[src/rtl/lsu_mem_arbiter_if.sv]
// Single data-memory port: request channel plus response channel.
interface lsu_mem_arbiter_if #(
    parameter int unsigned XLEN = 32
);
    logic            mem_req_valid;
    logic            mem_req_ready;
    logic            mem_req_write;
    logic [XLEN-1:0] mem_req_addr;
    logic [XLEN-1:0] mem_req_wdata;
    logic            mem_resp_valid;
    logic [XLEN-1:0] mem_resp_rdata;

    // Arbiter side: issues requests, consumes responses.
    modport master (
        output mem_req_valid,
        output mem_req_write,
        output mem_req_addr,
        output mem_req_wdata,
        input  mem_req_ready,
        input  mem_resp_valid,
        input  mem_resp_rdata
    );

    // Memory side: accepts requests, returns responses.
    modport slave (
        input  mem_req_valid,
        input  mem_req_write,
        input  mem_req_addr,
        input  mem_req_wdata,
        output mem_req_ready,
        output mem_resp_valid,
        output mem_resp_rdata
    );
endinterface

[src/rtl/lsu_mem_arbiter.sv]
// Shares the single data-memory port between eligible load-queue entries and
// the committed store at the store-queue head. One transaction in flight.
module lsu_mem_arbiter #(
    parameter int unsigned XLEN          = 32,
    parameter int unsigned ROB_TAG_WIDTH = 32,
    parameter int unsigned LDQ_SIZE      = 16,
    parameter int unsigned STARVE_LIMIT  = 4
) (
    input  logic                              clk,
    input  logic                              reset,

    input  logic [LDQ_SIZE-1:0]               ldq_valid,
    input  logic [LDQ_SIZE-1:0]               ldq_address_valid,
    input  logic [LDQ_SIZE-1:0]               ldq_executed,
    input  logic [LDQ_SIZE*XLEN-1:0]          ldq_address,
    input  logic [LDQ_SIZE*ROB_TAG_WIDTH-1:0] ldq_rob_tag,
    input  logic [$clog2(LDQ_SIZE)-1:0]       ldq_head,

    input  logic                              stq_commit_valid,
    input  logic [XLEN-1:0]                   stq_commit_addr,
    input  logic [XLEN-1:0]                   stq_commit_data,
    output logic                              stq_commit_ack,

    input  logic                              flush,

    lsu_mem_arbiter_if.master                 mem,

    output logic                              load_executed,
    output logic [ROB_TAG_WIDTH-1:0]          load_executed_rob_tag,
    output logic                              load_succeeded,
    output logic [ROB_TAG_WIDTH-1:0]          load_succeeded_rob_tag,
    output logic [XLEN-1:0]                   load_data
);

    localparam int unsigned IDX_W = $clog2(LDQ_SIZE);
    localparam int unsigned CNT_W = $clog2(STARVE_LIMIT + 1);

    typedef enum logic [1:0] {
        S_IDLE = 2'd0,
        S_REQ  = 2'd1,
        S_RESP = 2'd2
    } state_e;

    state_e                   state_q, state_d;
    logic                     req_valid_q, req_valid_d;
    logic                     req_write_q, req_write_d;
    logic [XLEN-1:0]          req_addr_q, req_addr_d;
    logic [XLEN-1:0]          req_wdata_q, req_wdata_d;
    logic [ROB_TAG_WIDTH-1:0] req_tag_q, req_tag_d;
    logic                     killed_q, killed_d;
    logic [CNT_W-1:0]         starve_cnt_q, starve_cnt_d;
    logic                     ack_q, ack_d;
    logic                     succ_q, succ_d;
    logic [ROB_TAG_WIDTH-1:0] succ_tag_q, succ_tag_d;
    logic [XLEN-1:0]          data_q, data_d;

    logic [LDQ_SIZE-1:0]      eligible;
    logic                     sel_found;
    logic [IDX_W-1:0]         sel_idx;
    logic [IDX_W-1:0]         cand;
    logic [XLEN-1:0]          sel_addr;
    logic [ROB_TAG_WIDTH-1:0] sel_tag;
    logic                     starve_full;
    logic                     pick_store;

    // Oldest eligible load: scan upward from the head, wrapping around the queue.
    always_comb begin
        eligible  = ldq_valid & ldq_address_valid & ~ldq_executed;
        sel_found = 1'b0;
        sel_idx   = '0;
        cand      = '0;
        for (int unsigned i = 0; i < LDQ_SIZE; i++) begin
            cand = ldq_head + IDX_W'(i);
            if (!sel_found && eligible[cand]) begin
                sel_found = 1'b1;
                sel_idx   = cand;
            end
        end
        sel_addr = ldq_address[sel_idx*XLEN +: XLEN];
        sel_tag  = ldq_rob_tag[sel_idx*ROB_TAG_WIDTH +: ROB_TAG_WIDTH];
    end

    // Store wins when loads have had their quota or there is no load to issue.
    assign starve_full = (starve_cnt_q == CNT_W'(STARVE_LIMIT));
    assign pick_store  = stq_commit_valid && (starve_full || !sel_found);

    // Next-state and next-output computation.
    always_comb begin
        state_d      = state_q;
        req_valid_d  = req_valid_q;
        req_write_d  = req_write_q;
        req_addr_d   = req_addr_q;
        req_wdata_d  = req_wdata_q;
        req_tag_d    = req_tag_q;
        killed_d     = killed_q;
        starve_cnt_d = starve_cnt_q;
        ack_d        = 1'b0;
        succ_d       = 1'b0;
        succ_tag_d   = '0;
        data_d       = '0;

        case (state_q)
            S_IDLE: begin
                if (pick_store) begin
                    state_d      = S_REQ;
                    req_valid_d  = 1'b1;
                    req_write_d  = 1'b1;
                    req_addr_d   = stq_commit_addr;
                    req_wdata_d  = stq_commit_data;
                    req_tag_d    = '0;
                    killed_d     = 1'b0;
                    starve_cnt_d = '0;
                end else if (sel_found) begin
                    state_d      = S_REQ;
                    req_valid_d  = 1'b1;
                    req_write_d  = 1'b0;
                    req_addr_d   = sel_addr;
                    req_wdata_d  = '0;
                    req_tag_d    = sel_tag;
                    // A flush in the grant cycle already dooms this load.
                    killed_d     = flush;
                    if (!stq_commit_valid) begin
                        starve_cnt_d = '0;
                    end else if (!starve_full) begin
                        starve_cnt_d = starve_cnt_q + CNT_W'(1);
                    end
                end else if (!stq_commit_valid) begin
                    starve_cnt_d = '0;
                end
            end

            S_REQ: begin
                // The raised request stays up until accepted, flush or not.
                if (flush && !req_write_q) begin
                    killed_d = 1'b1;
                end
                if (mem.mem_req_ready) begin
                    req_valid_d = 1'b0;
                    state_d     = S_RESP;
                end
            end

            S_RESP: begin
                if (flush && !req_write_q) begin
                    killed_d = 1'b1;
                end
                if (mem.mem_resp_valid) begin
                    state_d  = S_IDLE;
                    killed_d = 1'b0;
                    if (req_write_q) begin
                        ack_d = 1'b1;
                    end else if (!killed_q && !flush) begin
                        succ_d     = 1'b1;
                        succ_tag_d = req_tag_q;
                        data_d     = mem.mem_resp_rdata;
                    end
                end
            end

            default: begin
                state_d     = S_IDLE;
                req_valid_d = 1'b0;
            end
        endcase
    end

    // State and output registers; reset abandons any transaction silently.
    always_ff @(posedge clk or posedge reset) begin
        if (reset) begin
            state_q      <= S_IDLE;
            req_valid_q  <= 1'b0;
            req_write_q  <= 1'b0;
            req_addr_q   <= '0;
            req_wdata_q  <= '0;
            req_tag_q    <= '0;
            killed_q     <= 1'b0;
            starve_cnt_q <= '0;
            ack_q        <= 1'b0;
            succ_q       <= 1'b0;
            succ_tag_q   <= '0;
            data_q       <= '0;
        end else begin
            state_q      <= state_d;
            req_valid_q  <= req_valid_d;
            req_write_q  <= req_write_d;
            req_addr_q   <= req_addr_d;
            req_wdata_q  <= req_wdata_d;
            req_tag_q    <= req_tag_d;
            killed_q     <= killed_d;
            starve_cnt_q <= starve_cnt_d;
            ack_q        <= ack_d;
            succ_q       <= succ_d;
            succ_tag_q   <= succ_tag_d;
            data_q       <= data_d;
        end
    end

    assign mem.mem_req_valid = req_valid_q;
    assign mem.mem_req_write = req_write_q;
    assign mem.mem_req_addr  = req_addr_q;
    assign mem.mem_req_wdata = req_wdata_q;

    // Load acceptance is reported in the handshake cycle itself.
    assign load_executed          = req_valid_q & mem.mem_req_ready & ~req_write_q;
    assign load_executed_rob_tag  = req_tag_q;
    assign load_succeeded         = succ_q;
    assign load_succeeded_rob_tag = succ_tag_q;
    assign load_data              = data_q;
    assign stq_commit_ack         = ack_q;

endmodule

[src/flat_wrapper.sv]
// flat-port wrapper written by rule: the top's interface ports become plain ports
module lsu_mem_arbiter_flat 
#(
    parameter int unsigned XLEN          = 32,
    parameter int unsigned ROB_TAG_WIDTH = 32,
    parameter int unsigned LDQ_SIZE      = 16,
    parameter int unsigned STARVE_LIMIT  = 4
)
  (clk, reset, ldq_valid, ldq_address_valid, ldq_executed, ldq_address, ldq_rob_tag, ldq_head, stq_commit_valid, stq_commit_addr, stq_commit_data, stq_commit_ack, flush, load_executed, load_executed_rob_tag, load_succeeded, load_succeeded_rob_tag, load_data, mem_mem_req_valid, mem_mem_req_write, mem_mem_req_addr, mem_mem_req_wdata, mem_mem_req_ready, mem_mem_resp_valid, mem_mem_resp_rdata);
  lsu_mem_arbiter_if #(.XLEN(XLEN)) mem_i ();
  input  logic clk;
  input  logic reset;
  input  logic [LDQ_SIZE-1:0] ldq_valid;
  input  logic [LDQ_SIZE-1:0] ldq_address_valid;
  input  logic [LDQ_SIZE-1:0] ldq_executed;
  input  logic [LDQ_SIZE*XLEN-1:0] ldq_address;
  input  logic [LDQ_SIZE*ROB_TAG_WIDTH-1:0] ldq_rob_tag;
  input  logic [$clog2(LDQ_SIZE)-1:0] ldq_head;
  input  logic stq_commit_valid;
  input  logic [XLEN-1:0] stq_commit_addr;
  input  logic [XLEN-1:0] stq_commit_data;
  output logic stq_commit_ack;
  input  logic flush;
  output logic load_executed;
  output logic [ROB_TAG_WIDTH-1:0] load_executed_rob_tag;
  output logic load_succeeded;
  output logic [ROB_TAG_WIDTH-1:0] load_succeeded_rob_tag;
  output logic [XLEN-1:0] load_data;
  output wire logic [$bits(mem_i.mem_req_valid)-1:0] mem_mem_req_valid;
  output wire logic [$bits(mem_i.mem_req_write)-1:0] mem_mem_req_write;
  output wire logic [$bits(mem_i.mem_req_addr)-1:0] mem_mem_req_addr;
  output wire logic [$bits(mem_i.mem_req_wdata)-1:0] mem_mem_req_wdata;
  input wire logic [$bits(mem_i.mem_req_ready)-1:0] mem_mem_req_ready;
  input wire logic [$bits(mem_i.mem_resp_valid)-1:0] mem_mem_resp_valid;
  input wire logic [$bits(mem_i.mem_resp_rdata)-1:0] mem_mem_resp_rdata;
  assign mem_mem_req_valid = mem_i.mem_req_valid;
  assign mem_mem_req_write = mem_i.mem_req_write;
  assign mem_mem_req_addr = mem_i.mem_req_addr;
  assign mem_mem_req_wdata = mem_i.mem_req_wdata;
  assign mem_i.mem_req_ready = mem_mem_req_ready;
  assign mem_i.mem_resp_valid = mem_mem_resp_valid;
  assign mem_i.mem_resp_rdata = mem_mem_resp_rdata;
  lsu_mem_arbiter #(.XLEN(XLEN), .ROB_TAG_WIDTH(ROB_TAG_WIDTH), .LDQ_SIZE(LDQ_SIZE), .STARVE_LIMIT(STARVE_LIMIT)) u_core (.clk(clk), .reset(reset), .ldq_valid(ldq_valid), .ldq_address_valid(ldq_address_valid), .ldq_executed(ldq_executed), .ldq_address(ldq_address), .ldq_rob_tag(ldq_rob_tag), .ldq_head(ldq_head), .stq_commit_valid(stq_commit_valid), .stq_commit_addr(stq_commit_addr), .stq_commit_data(stq_commit_data), .stq_commit_ack(stq_commit_ack), .flush(flush), .mem(mem_i), .load_executed(load_executed), .load_executed_rob_tag(load_executed_rob_tag), .load_succeeded(load_succeeded), .load_succeeded_rob_tag(load_succeeded_rob_tag), .load_data(load_data));
endmodule
[config.mk]
export PLATFORM = sky130hd
export DESIGN_NAME = lsu_mem_arbiter_flat
export DESIGN_NICKNAME = d
export VERILOG_FILES = /design/src/rtl/lsu_mem_arbiter_if.sv /design/src/rtl/lsu_mem_arbiter.sv /design/src/flat_wrapper.sv
export SDC_FILE = /design/constraint.sdc
export NUM_CORES = 1
export LEC_CHECK = 0
export ABC_AREA = 1
export BUFFER_PORTS_ARGS = -buffer_cell sky130_fd_sc_hd__clkbuf_2
export CORE_AREA = 5 5 521 523
export CTS_CLUSTER_SIZE = 12
export DETAILED_ROUTE_END_ITERATION = 7
export DIE_AREA = 0 0 526 528
export GPL_TIMING_DRIVEN = 1
export SYNTH_ARGS = -nofsm -noshare
export SYNTH_HDL_FRONTEND = slang
export SYNTH_SLANG_ARGS = --single-unit
[constraint.sdc]
create_clock -name clk -period 6.7 [get_ports clk]
set_input_delay 1.34 -clock clk [delete_from_list [all_inputs] [get_ports clk]]
set_output_delay 1.34 -clock clk [all_outputs]
set_load 0.05 [all_outputs]
Word level (Yosys, flattened, before mapping). Index checks and enable logic that the tools add are counted.

$add $sub $neg: 16. Magnitude comparators: 16. Equal/unequal tests: 8. Shifts and indexed selects: 2. Mux-type cells: 106. Bitwise logic cells: 7. Reduce and logical (&&, ||, !) cells: 46.

Operator list (count): $shiftx A512 B10 Y32 (2); $mux W32 (14); $lt A4 B5 Y1 const B (16); $bmux W1 S4 (16); $mux W4 (16); $mux W1 (48); $add A4 B4 Y4 const B (8); $and A16 B16 Y16 (2); $logic_not A1 Y1 (19); $logic_and A1 B1 Y1 (18); $add A4 B3 Y4 const B (4); $not A16 Y16 (1); $mux W3 (5); $reduce_and A3 Y1 (3); $add A4 B2 Y4 const B (2); $mux W2 (4); $ne A3 B1 Y1 const B (2); $pmux W1 S3 (2); $pmux W2 S3 (1); $add A4 B1 Y4 const B (1); $ne A2 B2 Y1 const B (2); $reduce_and A2 Y1 (2); $add A3 B1 Y3 const B (1); $eq A3 B3 Y1 const B (1); 9 further kinds (11).

Bits in registers: 170. Input bits: 1178. Output and inout bits: 165. Logic and storage cells: 213.

Longest topological paths before layout. Gate-level depths: netlist (run 1).

Depth in word-level cells: 55. Mapped depth: 33. Gate-level depth less buffers: 28.

Worst setup path after synthesis (run 1). No wires, ideal clock.

Kind: input-to-reg. Start: in ldq_head[1]. End: reg u_core.req_tag_q[20] (netlist: u_core.load_executed_rob_tag[20]). Arrival time: 4.620 ns. Path slack: 1.962 ns. Stages on the path: 29. Path buffers: 6. Cell sequence: buf_2 inv_2 buf_2 ha_1 buf_2 buf_1 nand3_1 nand3_1 nand3_1 nand2_1 nand4_1 inv_1 nand2_1 o21ai_0 o21ai_0 o21bai_1 nand3_1 o21ai_1 nand3_1 nor2_1 nand3_1 inv_1 buf_4 clkbuf_1 nand3_1 nand2_1 nand2_1 nand3_1 nand2_1.

Longest elaborated chain between the ends: 53. Elaborated cells between the ends (all ways): 117. Classes of those cells: add/sub (15); shift (1); mux (66); reduce/logical (35).

Ends and longest elaborated chain: start, declared (RTL line flat_wrapper.sv:18) `input logic [$clog2(LDQ_SIZE)-1:0] ldq_head;`; branches (longest 53 deep; another with $add A4 B1 Y4); end signal, assigned (RTL line lsu_mem_arbiter.sv:188) `req_tag_q <= req_tag_d;`; end, declared (RTL line lsu_mem_arbiter.sv:49) `logic [ROB_TAG_WIDTH-1:0] req_tag_q, req_tag_d;`.

Parallel ways; which one is timed is not known. The select of a mux whose other input is x is not followed. A chain may end at the register's enable or synchronous reset.

Worst setup path after layout (run 1).
Start: in ldq_head[0]. End: reg u_core.req_addr_q[2] (netlist: u_core.mem.mem_req_addr[2]).

Longest elaborated chain between the ends: 53. Elaborated cells between the ends (all ways): 117. Classes of those cells: add/sub (15); shift (1); mux (66); reduce/logical (35).

Ends and longest elaborated chain: branches (longest 53 deep; another with $add A4 B1 Y4); end signal, assigned (RTL line lsu_mem_arbiter.sv:186) `req_addr_q <= req_addr_d;`; end, declared (RTL line lsu_mem_arbiter.sv:47) `logic [XLEN-1:0] req_addr_q, req_addr_d;`.

Parallel ways; which one is timed is not known. The select of a mux whose other input is x is not followed.

==> results by group, run 1 <==
Drt
  – Vias: 30640
  – Routed Antenna Nets: 0
  – DRT Pass-1 Iters: 6
  – DR vias/cell: 3.643
  – DRC: 0
  – Final WL: 215.4 mm
  – DR WL/cell: 25.60 um
  – Initial DRC count: 3113

Power and ir drop
  – Pwr/cell area: 335.7 nW/um2
  – Tot Pwr: 11.23 mW
  – Max VDD drop: 258.3 uV
  – Leakage: 17.39 nW

Worst hold path
  – Hold worst-path end: u_core.mem.mem_req_wdata[26]
  – Hold Startpoint: u_core.mem.mem_req_wdata[26]
  – Hold Crit Class: reg -> reg
  – Hold depth: 2

Clock tree
  – Resized Gates After CTS: 0
  – Reg clk slew, reported paths: 80 ps
  – Maximum clock path buffer count: 2
  – H-tree depth: 4
  – Clk_lat worst skew: 540 ps
  – Clock sink count: 170
  – CTS tree: built
  – Hold_buf cts: 0
  – CTS Buf Count: 17
  – Setup bufs post-CTS: 0
  – Root Buffer: clkbuf_16

Timing
  – Max Clock Freq: 0.1787 GHz
  – RSZ-0062 raised after global routing: no
  – Final min period: 5595 ps
  – Slew at the pin closest to its max-slew limit: 972.1 ps
  – Count of final setup violators: 0
  – Fin. max-slew vios: 0
  – Clock Skew: 34.02 ps
  – Final period util: 83.51%
  – Rel. slew slack: 35.19%
  – TNS Setup: 0 ps
  – Hold Vio Cnt, Final: 0
  – Min Hold Slack: 492.0 ps

Placed design
  – # port buffers: 1342
  – DPL Wire Length: 188.0 mm
  – GP Congestion: 0.9958

Setup path
  – FF-to-FF setup slack: 4430 ps
  – Worst path required time: 7140 ps
  – Capturing point of the worst reg2reg path: u_core.mem.mem_req_addr[9]
  – CP endpoint kind: register
  – CP Data Arrival Time: 6040 ps
  – R2R Path Start: u_core.state_q[0]
  – Worst-path fanout max: 74
  – Worst reg-to-reg path cell count: 8
  – Crit Path Class: in -> reg
  – Startpoint Class: input port

Final layout
  – Final net count: 5951
  – Fillers: 31510
  – Area added between synthesis and finish: 69.12%
  – Fin util: 12.55%
  – Seq. cell area: 4254 um2
  – Share of cells above drive strength 1: 35.60%
  – Area of the multi-input gates: 12540 um2

Synth
  – Cell count after synthesis: 3425
  – EDFF count, synth: 0
  – Area share of the largest cell type after synthesis: 27.11%
  – Synth Cell Area: 19780 um2
  – Register area share after synthesis: 21.51%
  – Asr flop ratio synth: 100.0%
  – Netlist cell types: 44
  – Syn_area_per_cell: 5.774 um2
  – Area leader, netlist: nand3_1
  – Area contributors post-synth: nand3_1 27%, dfrtp_1 22%, nand2_1 18%
  – Net count after synthesis: 4616
  – Main synth FF type: dfrtp_1
  – Yosys reg bits: 170
  – Synthesis Warnings: 0

Die
  – Row Count: 190
  – Die width: 526 um
  – I/O pin cnt: 1343
  – Die span in y: 528 um
  – Core box area: 266500 um2
  – Starting density of the core: 7.421%
  – Die Area: 277700 um2

Global routing
  – Largest net degree at the start of global routing: 96
  – Vias in the first global route: 29440
  – Initial antenna violation count: 162
  – GRT overflow: 0
  – Global-route wire length before repair: 275.0 mm
  – Tot GR Track Use: 14.70%

Outcome
  – Status: complete, no violations

Flow run
  – MaxCap Viol Count: 0
## cells in the final DEF (no fill, tap or decap), types with 6 or more instances in the layout
cell and count:
inv_6 6, o211ai_1 254, inv_2 14, clkbuf_2 1342
inv_1 386, ha_1 13, nand4_1 18, nand2_1 968
clkinv_8 6, o21ai_0 13, clkbuf_16 17, a21oi_1 23
diode_2 86, buf_4 173, dfrtp_1 170, o22ai_1 6
buf_12 90, nand3_1 1070, nor2_1 127
## routing by layer
metal / share of wire, % / track usage (%) / up-vias
met4: 5.3 / 7.360 / 58
li1: - / - / 14140
met5: 0.17 / 0 / -
met3: 8.2 / 3.980 / 365
met2: 49 / 25.53 / 1845
met1: 37 / 16.55 / 14230
## Yosys cell counts, types with 2 or more instances
| cell type | n |
|---|---|
| xnor2_1 | 2 |
| nor2_1 | 130 |
| o21ai_1 | 3 |
| o22ai_1 | 6 |
| buf_1 | 26 |
| a31oi_1 | 4 |
| nor3_1 | 5 |
| nand2_4 | 2 |
| dfrtp_1 | 170 |
| inv_2 | 17 |
| clkinv_1 | 2 |
| nand3_2 | 5 |
| xor2_1 | 2 |
| buf_4 | 12 |
| inv_1 | 388 |
| buf_6 | 29 |
| ha_1 | 13 |
| o21ai_0 | 13 |
| nor2_2 | 5 |
| o211ai_1 | 254 |
| nor2_4 | 2 |
| nand3_1 | 1071 |
| nand2_2 | 6 |
| nand4_2 | 6 |
| nand4_1 | 18 |
| nand2_1 | 969 |
| buf_2 | 141 |
| o211ai_2 | 4 |
| o21a_1 | 3 |
| clkbuf_1 | 81 |
| a21oi_1 | 23 |
## per-stage QoR
step | setup WS [ps] | cell area (um2) | instances
finish | 1105 | 33440 | 8411
global route | 801.4 | 33400 | 8394
CTS | 1296 | 33230 | 8325
detailed placement | 696.4 | 32610 | 8293
global placement | 567.2 | 32610 | 8293
floorplan | 756.6 | 19780 | 3425
## layout make-up
class	instances	share of cell area, %
Antenna cell	86	0.6435
Clock buffer	17	1.272
Clock inverter	15	0.5724
Inverter	408	4.650
Multi-Input combinational cell	2558	37.50
Sequential cell	170	12.72
Tap cell	3552	13.29
Timing Repair Buffer	1605	29.35
## kinds of logic after synthesis
logic type	synth area share, %
compound gates	11.52
xor+xnor	0.4556
fa+ha+maj	0.8225
buf+inv	15.48
flops	21.51
mux	0.1076
simple gates	50.10
## worst max-delay path: stages
cell,delay (ps)
clkbuf_2,150
buf_4,350
ha_1,310
xnor2_4,140
buf_4,230
nand2_1,70
nand2_1,130
nand2_1,60
nand2_1,210
nand4_1,150
nor2_1,160
nand4_1,170
nor2_1,280
nor3_1,140
nand4_4,180
buf_4,240
buf_12,280
buf_4,280
nand3_1,110
nand3_1,100
nand3_1,150
nand3_1,120
nand3_1,220
buf_12,230
a21oi_1,120
## worst max-delay path by stage
stage | start | to | slack, ps | cells past startpoint
floorplan | reset | u_core.killed_q | 760 | 1
global placement | ldq_head[0] | u_core.mem.mem_req_addr[9] | 570 | 21
detailed placement | ldq_head[0] | u_core.load_executed_rob_tag[16] | 700 | 23
CTS | ldq_head[0] | u_core.load_executed_rob_tag[16] | 1300 | 23
global route | ldq_head[0] | u_core.mem.mem_req_addr[2] | 800 | 27
finish | ldq_head[0] | u_core.mem.mem_req_addr[2] | 1110 | 25
## power breakdown
group	leakage, nW	switching [mW]	total, mW	internal (mW)
Combinational	14.9	5.62	8.31	2.69
Sequential	2.22	0.414	1.70	1.29
Clock	0.299	0.704	1.22	0.514
## sequential cells by signal, summed over array words and instances, names as in the netlist
register and count:
u_core.state_q 2, u_core.load_executed_rob_tag 32, u_core.killed_q 1, u_core.mem.mem_req_write 1, u_core.stq_commit_ack 1, u_core.load_succeeded 1
u_core.mem.mem_req_valid 1, u_core.starve_cnt_q 3, u_core.load_data 32, u_core.load_succeeded_rob_tag 32, u_core.mem.mem_req_addr 32, u_core.mem.mem_req_wdata 32
Power figures use the tool's default switching activity.
==> inputs of run 2 (changes only) <==
--- a/config.mk
+++ b/config.mk
@@ -7,10 +7,10 @@
 export LEC_CHECK = 0
 export ABC_AREA = 1
 export BUFFER_PORTS_ARGS = -buffer_cell sky130_fd_sc_hd__clkbuf_2
-export CORE_AREA = 5 5 521 523
+export CORE_AREA = 5 5 522 524
 export CTS_CLUSTER_SIZE = 12
 export DETAILED_ROUTE_END_ITERATION = 7
-export DIE_AREA = 0 0 526 528
+export DIE_AREA = 0 0 527 529
 export GPL_TIMING_DRIVEN = 1
 export SYNTH_ARGS = -nofsm -noshare
 export SYNTH_HDL_FRONTEND = slang
==> constraint.sdc (replaced) <==
create_clock -name clk -period 4.7 [get_ports clk]
set_input_delay 0.94 -clock clk [delete_from_list [all_inputs] [get_ports clk]]
set_output_delay 0.94 -clock clk [all_outputs]
set_load 0.05 [all_outputs]
==> results by group, run 2 (same netlist as run 1, synthesis figures left out) <==
Clock tree
  – CTS Buf Count: 25 (+8)
  – Hold_buf cts: 0 (unchanged)
  – H-tree depth: 4 (unchanged)
  – Clock sink count: 170 (unchanged)
  – Reg clk slew, reported paths: 60 ps (-20 ps)
  – Clk_lat worst skew: 560 ps (+20 ps)
  – Root Buffer: clkbuf_16
  – CTS tree: built
  – Maximum clock path buffer count: 3 (+1)

Timing
  – Min Hold Slack: 482.6 ps (-9.407 ps)
  – Slew at the pin closest to its max-slew limit: 932.4 ps (-39.79 ps)
  – TNS Setup: 0 ps (unchanged)
  – Count of final setup violators: 0 (unchanged)
  – Clock Skew: 41.54 ps (+7.517 ps)
  – Final period util: 98.25%
  – Final min period: 4618 ps
  – Fin. max-slew vios: 0 (unchanged)
  – Rel. slew slack: 37.84% (+2.7 points)
  – Hold Vio Cnt, Final: 0 (unchanged)
  – Max Clock Freq: 0.2166 GHz

Placed design
  – # port buffers: 1342 (unchanged)
  – Post-Place Cells: 8494 (+2.4%)
  – GP Congestion: 1.015 (+1.9%)
  – DPL Wire Length: 189.6 mm (+0.86%)

Final layout
  – Fin cells: 8643 (+2.8%)
  – Area added between synthesis and finish: 82.52%
  – Most frequent cells in the layout: 1341 x clkbuf_2, 1031 x nand3_1, 956 x nand2_1, 391 x buf_4, 385 x inv_1
  – Area of the multi-input gates: 12870 um2 (+2.7%)
  – Fin util: 13.52% (+0.97 points)
  – Final net count: 6208 (+4.3%)
  – Leading cell type in the layout, fill and taps excluded: clkbuf_2
  – Fillers: 31420 (-0.27%)
  – Share of cells above drive strength 1: 40.12% (+4.5 points)
  – Seq. cell area: 4254 um2 (unchanged)

Die
  – Die Area: 278800 um2 (+0.38%)
  – Core box area: 267000 um2 (+0.18%)
  – Starting density of the core: 7.407% (-0.013 points)
  – I/O pin cnt: 1343 (unchanged)
  – Die width: 527 um (+0.19%)
  – Die span in y: 529 um (+0.19%)
  – Row Count: 190 (unchanged)

Drt
  – Routed Antenna Nets: 0 (unchanged)
  – DRC: 0 (unchanged)
  – DR WL/cell: 25.06 um (-2.1%)
  – DRT Pass-1 Iters: 6 (unchanged)
  – Vias: 31430 (+2.6%)
  – Final WL: 216.6 mm (+0.57%)
  – Initial DRC count: 2685 (-14%)
  – DR vias/cell: 3.637 (-0.18%)

Setup path
  – Crit Path Class: in -> reg
  – Worst reg-to-reg path cell count: 12 (+4)
  – FF-to-FF setup slack: 2600 ps (-1830 ps)
  – CP Data Arrival Time: 5060 ps (-980 ps)
  – CP endpoint kind: register
  – R2R Path Start: u_core.starve_cnt_q[0]
  – Startpoint Class: input port
  – Worst path required time: 5150 ps (-1990 ps)
  – CP startpoint: ldq_head[0]
  – Capturing point of the worst reg2reg path: u_core.mem.mem_req_addr[23]
  – Worst-path fanout max: 55 (-26%)

Power and ir drop
  – Int Pwr: 7.549 mW (+68%)
  – Clock network power share: 11.8% (+0.9 points)
  – Pwr/cell area: 476.6 nW/um2 (+42%)
  – Tot Pwr: 17.20 mW (+53%)
  – Max VDD drop: 383.2 uV (+48%)
  – Leakage: 18.85 nW (+8.4%)
  – Switching Fraction: 56.11% (-3.9 points)
  – Switching Power: 9.653 mW (+43%)
  – Gate power share: 74.1% (about the same)
  – Sequential share of power: 14.2% (-1.0 points)

Worst hold path
  – Hold Startpoint: u_core.mem.mem_req_wdata[4]
  – Hold worst-path end: u_core.mem.mem_req_wdata[4]
  – Hold depth: 2 (unchanged)
  – Hold Crit Class: reg -> reg

Global routing
  – Global-route wire length before repair: 275.2 mm (about the same)
  – GRT overflow: 0 (unchanged)
  – Tot GR Track Use: 14.56% (-0.14 points)
  – Largest net degree at the start of global routing: 83 (-14%)
  – Initial antenna violation count: 145 (-10%)
  – Vias in the first global route: 30410 (+3.3%)

Outcome
  – Status: complete, no violations

Flow run
  – MaxCap Viol Count: 0 (unchanged)
run 2: cell count changes in the layout (fill, tap and decap cells not counted), moves of 6 or more:
cell,delta
buf_12,+6
buf_4,+218
buf_6,+13
clkbuf_16,+13
clkinv_8,-6
diode_2,-18
nand2_1,-12
nand2_2,+10
nand3_1,-39
nand3_2,+39
nor2_1,-6
run 2: worst max-delay path, cell delays in order:
cell and delay [ps]:
buf_4 150, buf_8 140, nand4_1 210, nand3_1 160, nand3_1 170, nand3_2 130, nand2_4 150, nand2_2 80
nor2_2 120, nand4_1 130, nor2_2 170, nand4_1 150, nor2_2 160, buf_4 130, nor3_1 30, buf_4 140
nand4_4 130, buf_4 250, buf_12 280, nand3_1 150, nand3_1 130, nand3_1 170, nand3_1 200, nand3_1 180
buf_12 200, a21oi_1 120
run 2: layout make-up:
class                           count  area share, %
Sequential cell                   170          11.79
Antenna cell                       68         0.4715
Inverter                          408          4.312
Clock inverter                      5         0.2912
Multi-Input combinational cell   2558          35.67
Tap cell                         3552          12.31
Timing Repair Buffer             1854          33.31
Clock buffer                       28          1.848
run 2: per-stage QoR:
| step | cell area, um2 | setup WS, ps |
|---|---|---|
| after floorplan | 19780 | 362.1 |
| after global placement | 34120 | -750.4 |
| after detailed placement | 34120 | -687.6 |
| after CTS | 35050 | 2.767 |
| after global routing | 36060 | -117.2 |
| final | 36090 | 82.47 |
run 2: power groups by stage:
stage,registers (mW),clock network (mW),logic [mW]
2_1_floorplan,3.25,0,4.59
3_3_place_gp,2.57,0,12.5
3_5_place_dp,2.55,0,12.5
4_1_cts,2.54,2.16,12.7
5_1_grt,2.52,2.17,13.7
6_report,2.44,2.02,12.7
run 2: timing repair:
action / 4_1_cts / 5_1_grt
setup endpoints to repair: 6 / 64
cloned: 1 / 5
setup buffers: 8 / 35
pin swaps: 3 / 36
resized for setup: 7 / 108
run 2: routing by layer:
metal	track usage [%]	part of all wire [%]
met1	16.26	37
met2	25.12	49
met3	3.916	8.3
met4	8.003	5.6
met5	0	0.15
run 2: worst max path at each step:
stage | to | slack [ps] | cells after the start
detailed placement | u_core.load_executed_rob_tag[6] | -690 | 27
global route | u_core.load_executed_rob_tag[22] | -120 | 29
CTS | u_core.load_executed_rob_tag[6] | 3 | 31
finish | u_core.mem.mem_req_addr[5] | 80 | 26
global placement | u_core.load_executed_rob_tag[6] | -750 | 27
floorplan | u_core.load_executed_rob_tag[20] | 360 | 29
